**config.mk**
```make
export PLATFORM = sky130hd
export DESIGN_NAME = game_clock_controller
export DESIGN_NICKNAME = d
export VERILOG_FILES = /design/src/rtl/game_clock_controller.sv
export SDC_FILE = /design/constraint.sdc
export NUM_CORES = 1
export LEC_CHECK = 0
export CORE_MARGIN = 2
export CORE_UTILIZATION = 42
export DETAILED_ROUTE_END_ITERATION = 8
export GPL_ROUTABILITY_DRIVEN = 0
export PLACE_DENSITY = 0.62
export SKIP_CTS_REPAIR_TIMING = 1
export SYNTH_ARGS = -nofsm -noshare
export SYNTH_HDL_FRONTEND = slang
export SYNTH_SLANG_ARGS = --single-unit
```
**constraint.sdc**
```tcl
create_clock -name clock_in -period 4.8 [get_ports clock_in]
set_clock_uncertainty 0.2 [all_clocks]
set_input_delay 0.48 -clock clock_in [delete_from_list [all_inputs] [get_ports clock_in]]
set_output_delay 0.48 -clock clock_in [all_outputs]
set_load 0.005 [all_outputs]
```
**src/rtl/game_clock_controller.sv**
```systemverilog
// Game timing sequencer: period countdown (MM:SS), shot clock, period counter and buzzer,
// advanced by the 1 Hz tick enable and the operator command pulses.
module game_clock_controller #(
  parameter int PERIOD_MINUTES = 10,
  parameter int SHOT_SECONDS   = 24,
  parameter int NUM_PERIODS    = 4,
  parameter int BUZZER_TICKS   = 2
) (
  input  logic       clock_in,
  input  logic       reset,
  input  logic       tick_1hz,
  input  logic       start_pause,
  input  logic       shot_reset,
  input  logic       next_period,
  output logic [6:0] minutes,
  output logic [5:0] seconds,
  output logic [6:0] shot_seconds,
  output logic [2:0] period,
  output logic       running,
  output logic       buzzer,
  output logic       game_over,
  output logic [2:0] fsm_state
);

  localparam logic [2:0] IDLE       = 3'd0;
  localparam logic [2:0] RUNNING    = 3'd1;
  localparam logic [2:0] PAUSED     = 3'd2;
  localparam logic [2:0] PERIOD_END = 3'd3;
  localparam logic [2:0] GAME_OVER  = 3'd4;

  localparam logic [6:0] MIN_LOAD    = 7'(PERIOD_MINUTES);
  localparam logic [6:0] SHOT_LOAD   = 7'(SHOT_SECONDS);
  localparam logic [2:0] LAST_PERIOD = 3'(NUM_PERIODS);
  localparam logic [3:0] BUZZ_LOAD   = 4'(BUZZER_TICKS);

  logic [2:0] state;
  logic [3:0] buzz_cnt;
  logic [3:0] buzz_nxt;
  logic [6:0] dec_min;
  logic [5:0] dec_sec;
  logic [6:0] dec_shot;
  logic       tick_run;
  logic       game_exp;
  logic       shot_exp;

  // Saturating decrements; expiry is judged on the already-decremented values.
  always_comb begin
    dec_min = minutes;
    dec_sec = seconds;
    if (seconds != 6'd0) begin
      dec_sec = seconds - 6'd1;
    end else if (minutes != 7'd0) begin
      dec_min = minutes - 7'd1;
      dec_sec = 6'd59;
    end
    dec_shot = (shot_seconds != 7'd0) ? shot_seconds - 7'd1 : shot_seconds;
    tick_run = (state == RUNNING) && tick_1hz;
    game_exp = tick_run && (dec_min == 7'd0) && (dec_sec == 6'd0);
    shot_exp = tick_run && !game_exp && !shot_reset && (dec_shot == 7'd0);
    buzz_nxt = buzz_cnt;
    if (game_exp || shot_exp) begin
      buzz_nxt = BUZZ_LOAD;
    end else if (tick_1hz && (buzz_cnt != 4'd0)) begin
      buzz_nxt = buzz_cnt - 4'd1;
    end
  end

  always_ff @(posedge clock_in or posedge reset) begin
    if (reset) begin
      state        <= IDLE;
      minutes      <= MIN_LOAD;
      seconds      <= 6'd0;
      shot_seconds <= SHOT_LOAD;
      period       <= 3'd1;
      buzz_cnt     <= 4'd0;
      buzzer       <= 1'b0;
    end else begin
      buzz_cnt <= buzz_nxt;
      buzzer   <= (buzz_nxt != 4'd0);
      case (state)
        IDLE, PAUSED: begin
          if (start_pause) state <= RUNNING;
          if (shot_reset) shot_seconds <= SHOT_LOAD;
        end
        RUNNING: begin
          if (tick_1hz) begin
            minutes      <= dec_min;
            seconds      <= dec_sec;
            shot_seconds <= (shot_reset || game_exp || shot_exp) ? SHOT_LOAD : dec_shot;
          end else if (shot_reset) begin
            shot_seconds <= SHOT_LOAD;
          end
          // Expiry outranks a same-cycle start_pause.
          if (game_exp) begin
            state <= (period == LAST_PERIOD) ? GAME_OVER : PERIOD_END;
          end else if (shot_exp || start_pause) begin
            state <= PAUSED;
          end
        end
        PERIOD_END: begin
          if (next_period) begin
            state        <= IDLE;
            period       <= period + 3'd1;
            minutes      <= MIN_LOAD;
            seconds      <= 6'd0;
            shot_seconds <= SHOT_LOAD;
          end
        end
        GAME_OVER: ;
        default: state <= IDLE;
      endcase
    end
  end

  assign running   = (state == RUNNING);
  assign game_over = (state == GAME_OVER);
  assign fsm_state = state;

endmodule
```
[Word level (Yosys, flattened, before mapping)]
Index checks and enable logic that the tools add are counted.
Operators by class
  muxes and demuxes: 24
  shift-type cells: 0
  $lt $le $gt $ge: 0
  equality and inequality tests: 9
  div/mod/pow operators: 0
  reduce and logical (&&, ||, !) cells: 29
  $add $sub $neg: 5
  bitwise gates (word level): 1
  multipliers: 0
Operators by type and width (count)
  two-way mux 7 bit: 9
  two-way mux 6 bit: 4
  one-hot mux 7 bit (3 select lines): 1
  two-way mux 3 bit: 5
  zero test 7 bit: 2
  one-hot mux 7 bit (2 select lines): 1
  nonzero test 7 bit: 2
  subtractor 7 x 1 -> 7 bit (second input constant): 2
  one-hot mux 3 bit (4 select lines): 1
  one-hot mux 6 bit (2 select lines): 1
  two-way mux 4 bit: 2
  nonzero test 4 bit: 2
  logical AND 1 bit: 7
  equality test 3 x 2 -> 1 bit (second input constant): 2
  equality test 3 bit (second input constant): 2
  zero test 6 bit: 1
  != test 2 bit (second input constant): 3
  nonzero test 6 bit: 1
  subtractor 6 x 1 -> 6 bit (second input constant): 1
  logical OR 1 bit: 4
  AND reduction 2 bit: 2
  AND reduction 4 bit: 1
  subtractor 4 x 1 -> 4 bit (second input constant): 1
  adder 3 x 1 -> 3 bit (second input constant): 1
  other kinds (9): 10
Word-level totals
  register bits: 31
  bits of input ports: 6
  word-level logic and storage cells: 75
  bits in read-only memories: 0
  memory bits (writable): 0
  bits in latches: 0
  memories: 0

[Logic depth before layout (Yosys ltp)]
  depth in word-level cells: 14
  gate-level depth with buffers: 11

[Worst setup path before layout]
No wires, ideal clock.
  path kind: register to register
  start point: register seconds[0]
  end point: register shot_seconds[1]
  arrival time: 2.487 ns
  path slack: 1.983 ns
  stages on the path, launching flop included: 11
  required time: 4.469 ns
  clock period less this slack: 2.817 ns
  cells stage by stage: dfrtp_1 > inv_1 > ha_1 > or4b_4 > a211oi_2 > xnor2_1 > o211ai_1 > or4_1 > buf_4 > a31oi_4 > o32ai_1
On the way
  word-level cells in the longest chain between the ends: 13
  elaborated cells on any way between the ends: 18
  classes of those cells: add/sub: 1; mux: 6; reduce/logical: 11
Ends and longest elaborated chain
  start, declared: line 16  | output logic [5:0] seconds,
  start signal, assigned: line 88  | seconds <= dec_sec;
  parallel branches: the longest is 4 deep, another holds subtractor 6 x 1 -> 6 bit
  logical AND 1 bit *: line 58  | game_exp = tick_run && (dec_min == 7'd0) && (dec_sec == 6'd0);
  zero test 1 bit: line 59  | shot_exp = tick_run && !game_exp && !shot_reset && (dec_shot == 7'd0);
  logical AND 1 bit (3 in a row): line 59
  logical OR 1 bit *: line 89  | shot_seconds <= (shot_reset || game_exp || shot_exp) ? SHOT_LOAD : dec_shot;
  two-way mux 7 bit *: line 89
  two-way mux 7 bit *: line 86  | if (tick_1hz) begin
  one-hot mux 7 bit (3 select lines) *: line 80  | case (state)
  end signal, assigned: line 89
  end, declared: line 17  | output logic [6:0] shot_seconds,
Every way passes the cells marked *.
A chain may end at the register's enable or synchronous reset.

[Worst setup path after layout]
  start point: register seconds[0]
  end point: register shot_seconds[2]
Same word-level chain as after synthesis.

==> results_dict.tcl <==
set metrics [dict create \
    hpwl_um 4090 \
    setup_tns_ps 0 \
    drive_gt1_share_pct 11.1 \
    p_per_area_nw_per_um2 556 \
    dp_worst_setup_slack_ps 1300 \
    r2r_cells 9 \
    hold_class "register to register" \
    hold_start "buzz_cnt[1]" \
    netSwitchingPower_uw 644 \
    wl_met1_um 2760 \
    crit_start "seconds[0]" \
    fin_nets 309 \
    timing.final.crit_share_pct 71.6 \
    r2r-start "seconds[0]" \
    grt_pass1_wl_um 9910 \
    grt-ovfl-total 0 \
    die_x_um 77.2 \
    power_leakage_uw 0.00107 \
    synth_seq_cells 31 \
    antenna_found_initial 0 \
    clk_latency_ps 290 \
    dpl_cell_area_sq_um 2650 \
    h-tree-depth 2 \
    async_flop_share_pct 100 \
    avgSynthCellArea_sq_um 8.63 \
    rrSetupSlack_ps 1360 \
    cts_buffers 5 \
    synth_ff_type "dfrtp_1" \
    fin_area_sq_um 2750 \
    top_layer "met4" \
    hold_ws_ps 330 \
    clock_power_share_pct 16.7 \
    ys_seq_area_share_pct 34.7 \
    r2r-end "shot_seconds[2]" \
    fillers 520 \
    drv_cap 0 \
    endpoint "shot_seconds[2]" \
    antenna_left 0 \
    cts.sinks 31 \
    grt_pass1_vias 2042 \
    syn_area_sq_um 2250 \
    area_growth_pct 22.2 \
    cts_tree "yes" \
    p_int_uw 887 \
    setup_ws_ps 1360 \
    peakVddDrop_mv 0.304 \
    syn_nets 275 \
    vias_per_cell 5.72 \
    crit_required_ps 4770 \
    endpoint_kind "register" \
    crit_fanout 9 \
    layout_min_cycle_time_ps 3440 \
    clkSlewWorstSetupHoldPaths_ps 70 \
    synth_edf_count 0 \
    first_pass_iters 4 \
    route.met2.wl_um 2570 \
    wire_per_inst_um 15.6 \
    die-area_sq_um 5970 \
    status "complete, no violations" \
    route.detailed.drc 0 \
    rsz0062_at_grt "false" \
    combPwrFrac_pct 51.2 \
    track_usage_pct 20.6 \
    start_util_pct 43.8 \
    synthCells 261 \
    io_buffer_count 34 \
    cts_root_buf "clkbuf_8" \
    ios 35 \
    seq_power_share_pct 32.1 \
    via_count 2092 \
    crit_type "register to register" \
    antennaDiodeCount 0 \
    switching_share_pct 42.1 \
    dieHeight_um 77.2 \
    coreArea_sq_um 5140 \
    wirelength_um 5720 \
    start_kind "register" \
    cts_buffer_depth 2 \
    max_freq_ghz 0.291 \
    wl_met3_um 292 \
    hold_viol_final 0 \
    cp_data_arrival_time_ps 3410 \
    ys_warn_count 0 \
    maxSlewHeadroom_pct 41.4 \
    slew_viol_final 0 \
    first_iter_violations 158 \
    setup_viol 0 \
    grt_max_degree 32 \
    fp-row-count 26 \
    worst_pin_slew_ps 869 \
    synthDistinctLibCells 65 \
]
==> sequential cells by signal, summed over array words and instances (netlist names) <==
signal,count
shot_seconds,7
buzzer,1
fsm_state,3
buzz_cnt,4
period,3
minutes,7
seconds,6
==> stage by stage <==
stage          util [%]  instances  power [uW]
3_5_place_dp       51.5        358        1270
3_3_place_gp       51.5        358        1270
2_1_floorplan         -        261        1000
5_1_grt            53.6        366        1660
6_report           53.6        366        1530
4_1_cts            53.6        366        1530
==> power groups by stage <==
stage          Combinational [uW]  Sequential (uW)  Clock [uW]
2_1_floorplan                 555              448           0
3_3_place_gp                  773              494           0
3_5_place_dp                  777              493           0
4_1_cts                       786              489         256
5_1_grt                       876              509         272
6_report                      784              491         256
==> area by class of cell <==
type | count | area, sq um | share of cell area (%)
clock inverters | 1 | 30.0 | 1.09
repair buffers | 37 | 363 | 13.2
flip-flops and latches | 31 | 782 | 28.4
clock buffers | 7 | 76.3 | 2.77
multi-input cells | 199 | 1340 | 48.5
inverters | 21 | 78.8 | 2.86
well taps | 70 | 87.6 | 3.18
==> Yosys cell counts, types with 3 or more instances <==
| cell type | count | area [sq um] |
|---|---|---|
| dfrtp_1 | 26 | 651 |
| nor2_1 | 26 | 97.6 |
| inv_1 | 20 | 75.1 |
| nand2_1 | 19 | 71.3 |
| a21oi_1 | 15 | 75.1 |
| o21ai_0 | 15 | 75.1 |
| nand3_1 | 9 | 45.0 |
| ha_1 | 8 | 100 |
| nor3_1 | 7 | 35.0 |
| xnor2_1 | 7 | 61.3 |
| a31oi_1 | 6 | 37.5 |
| nand2b_1 | 6 | 37.5 |
| o31ai_1 | 6 | 45.0 |
| dfstp_2 | 5 | 131 |
| nor2b_1 | 5 | 31.3 |
| nor4_1 | 4 | 25.0 |
| a211oi_1 | 3 | 22.5 |
| buf_2 | 3 | 15.0 |
| clkbuf_1 | 3 | 11.3 |
| nand4_1 | 3 | 18.8 |
| nor3b_1 | 3 | 22.5 |
| o21a_1 | 3 | 22.5 |
| o22ai_1 | 3 | 18.8 |
==> critical path, stage by stage, from the launching register on <==
cell,delay (ps)
dfrtp_1,450
inv_1,110
ha_1,220
nor2b_1,450
nand2_1,260
nor4_1,510
nor2_1,70
or4_1,720
a41oi_1,270
a21oi_1,60
==> how the worst min path moves through the flow <==
stage	end	cells past startpoint
floorplan	buzz_cnt[1]	2
global placement	buzz_cnt[1]	2
detailed placement	buzz_cnt[1]	2
CTS	buzz_cnt[1]	2
global route	buzz_cnt[1]	2
finish	buzz_cnt[1]	2
==> metal layers <==
| layer | up-vias | GRT usage [%] |
|---|---|---|
| met1 | 997 | 29.1 |
| met2 | 53 | 31.1 |
| met4 | 0 | 6.07 |
| li1 | 1029 | - |
| met5 | - | 0 |
| met3 | 13 | 5.06 |
==> logic make-up (layout without fill, tap and decap cells) <==
group	Yosys count	after routing	synth area share, %
adder cells (fa/ha/maj)	8	8	4.44
flip-flops	31	31	34.7
AND/OR/NAND/NOR	108	108	28.5
multiplexers	1	1	0.444
XOR/XNOR	7	7	2.72
AO/OA/AOI/OAI	75	75	23.2
buffers and inverters	31	66	6.05
==> layout by cell type, fill, tap and decap left out, types with 6 or more instances in the layout <==
master	n
a31oi_1	6
nand3_1	9
o31ai_1	6
o21ai_0	15
nand2_1	19
inv_1	20
xnor2_1	7
nand2b_1	6
nor3_1	7
ha_1	8
dfrtp_1	26
nor2_1	26
a21oi_1	15
clkdlybuf4s50_1	34
(Power assumes the default switching activity.)
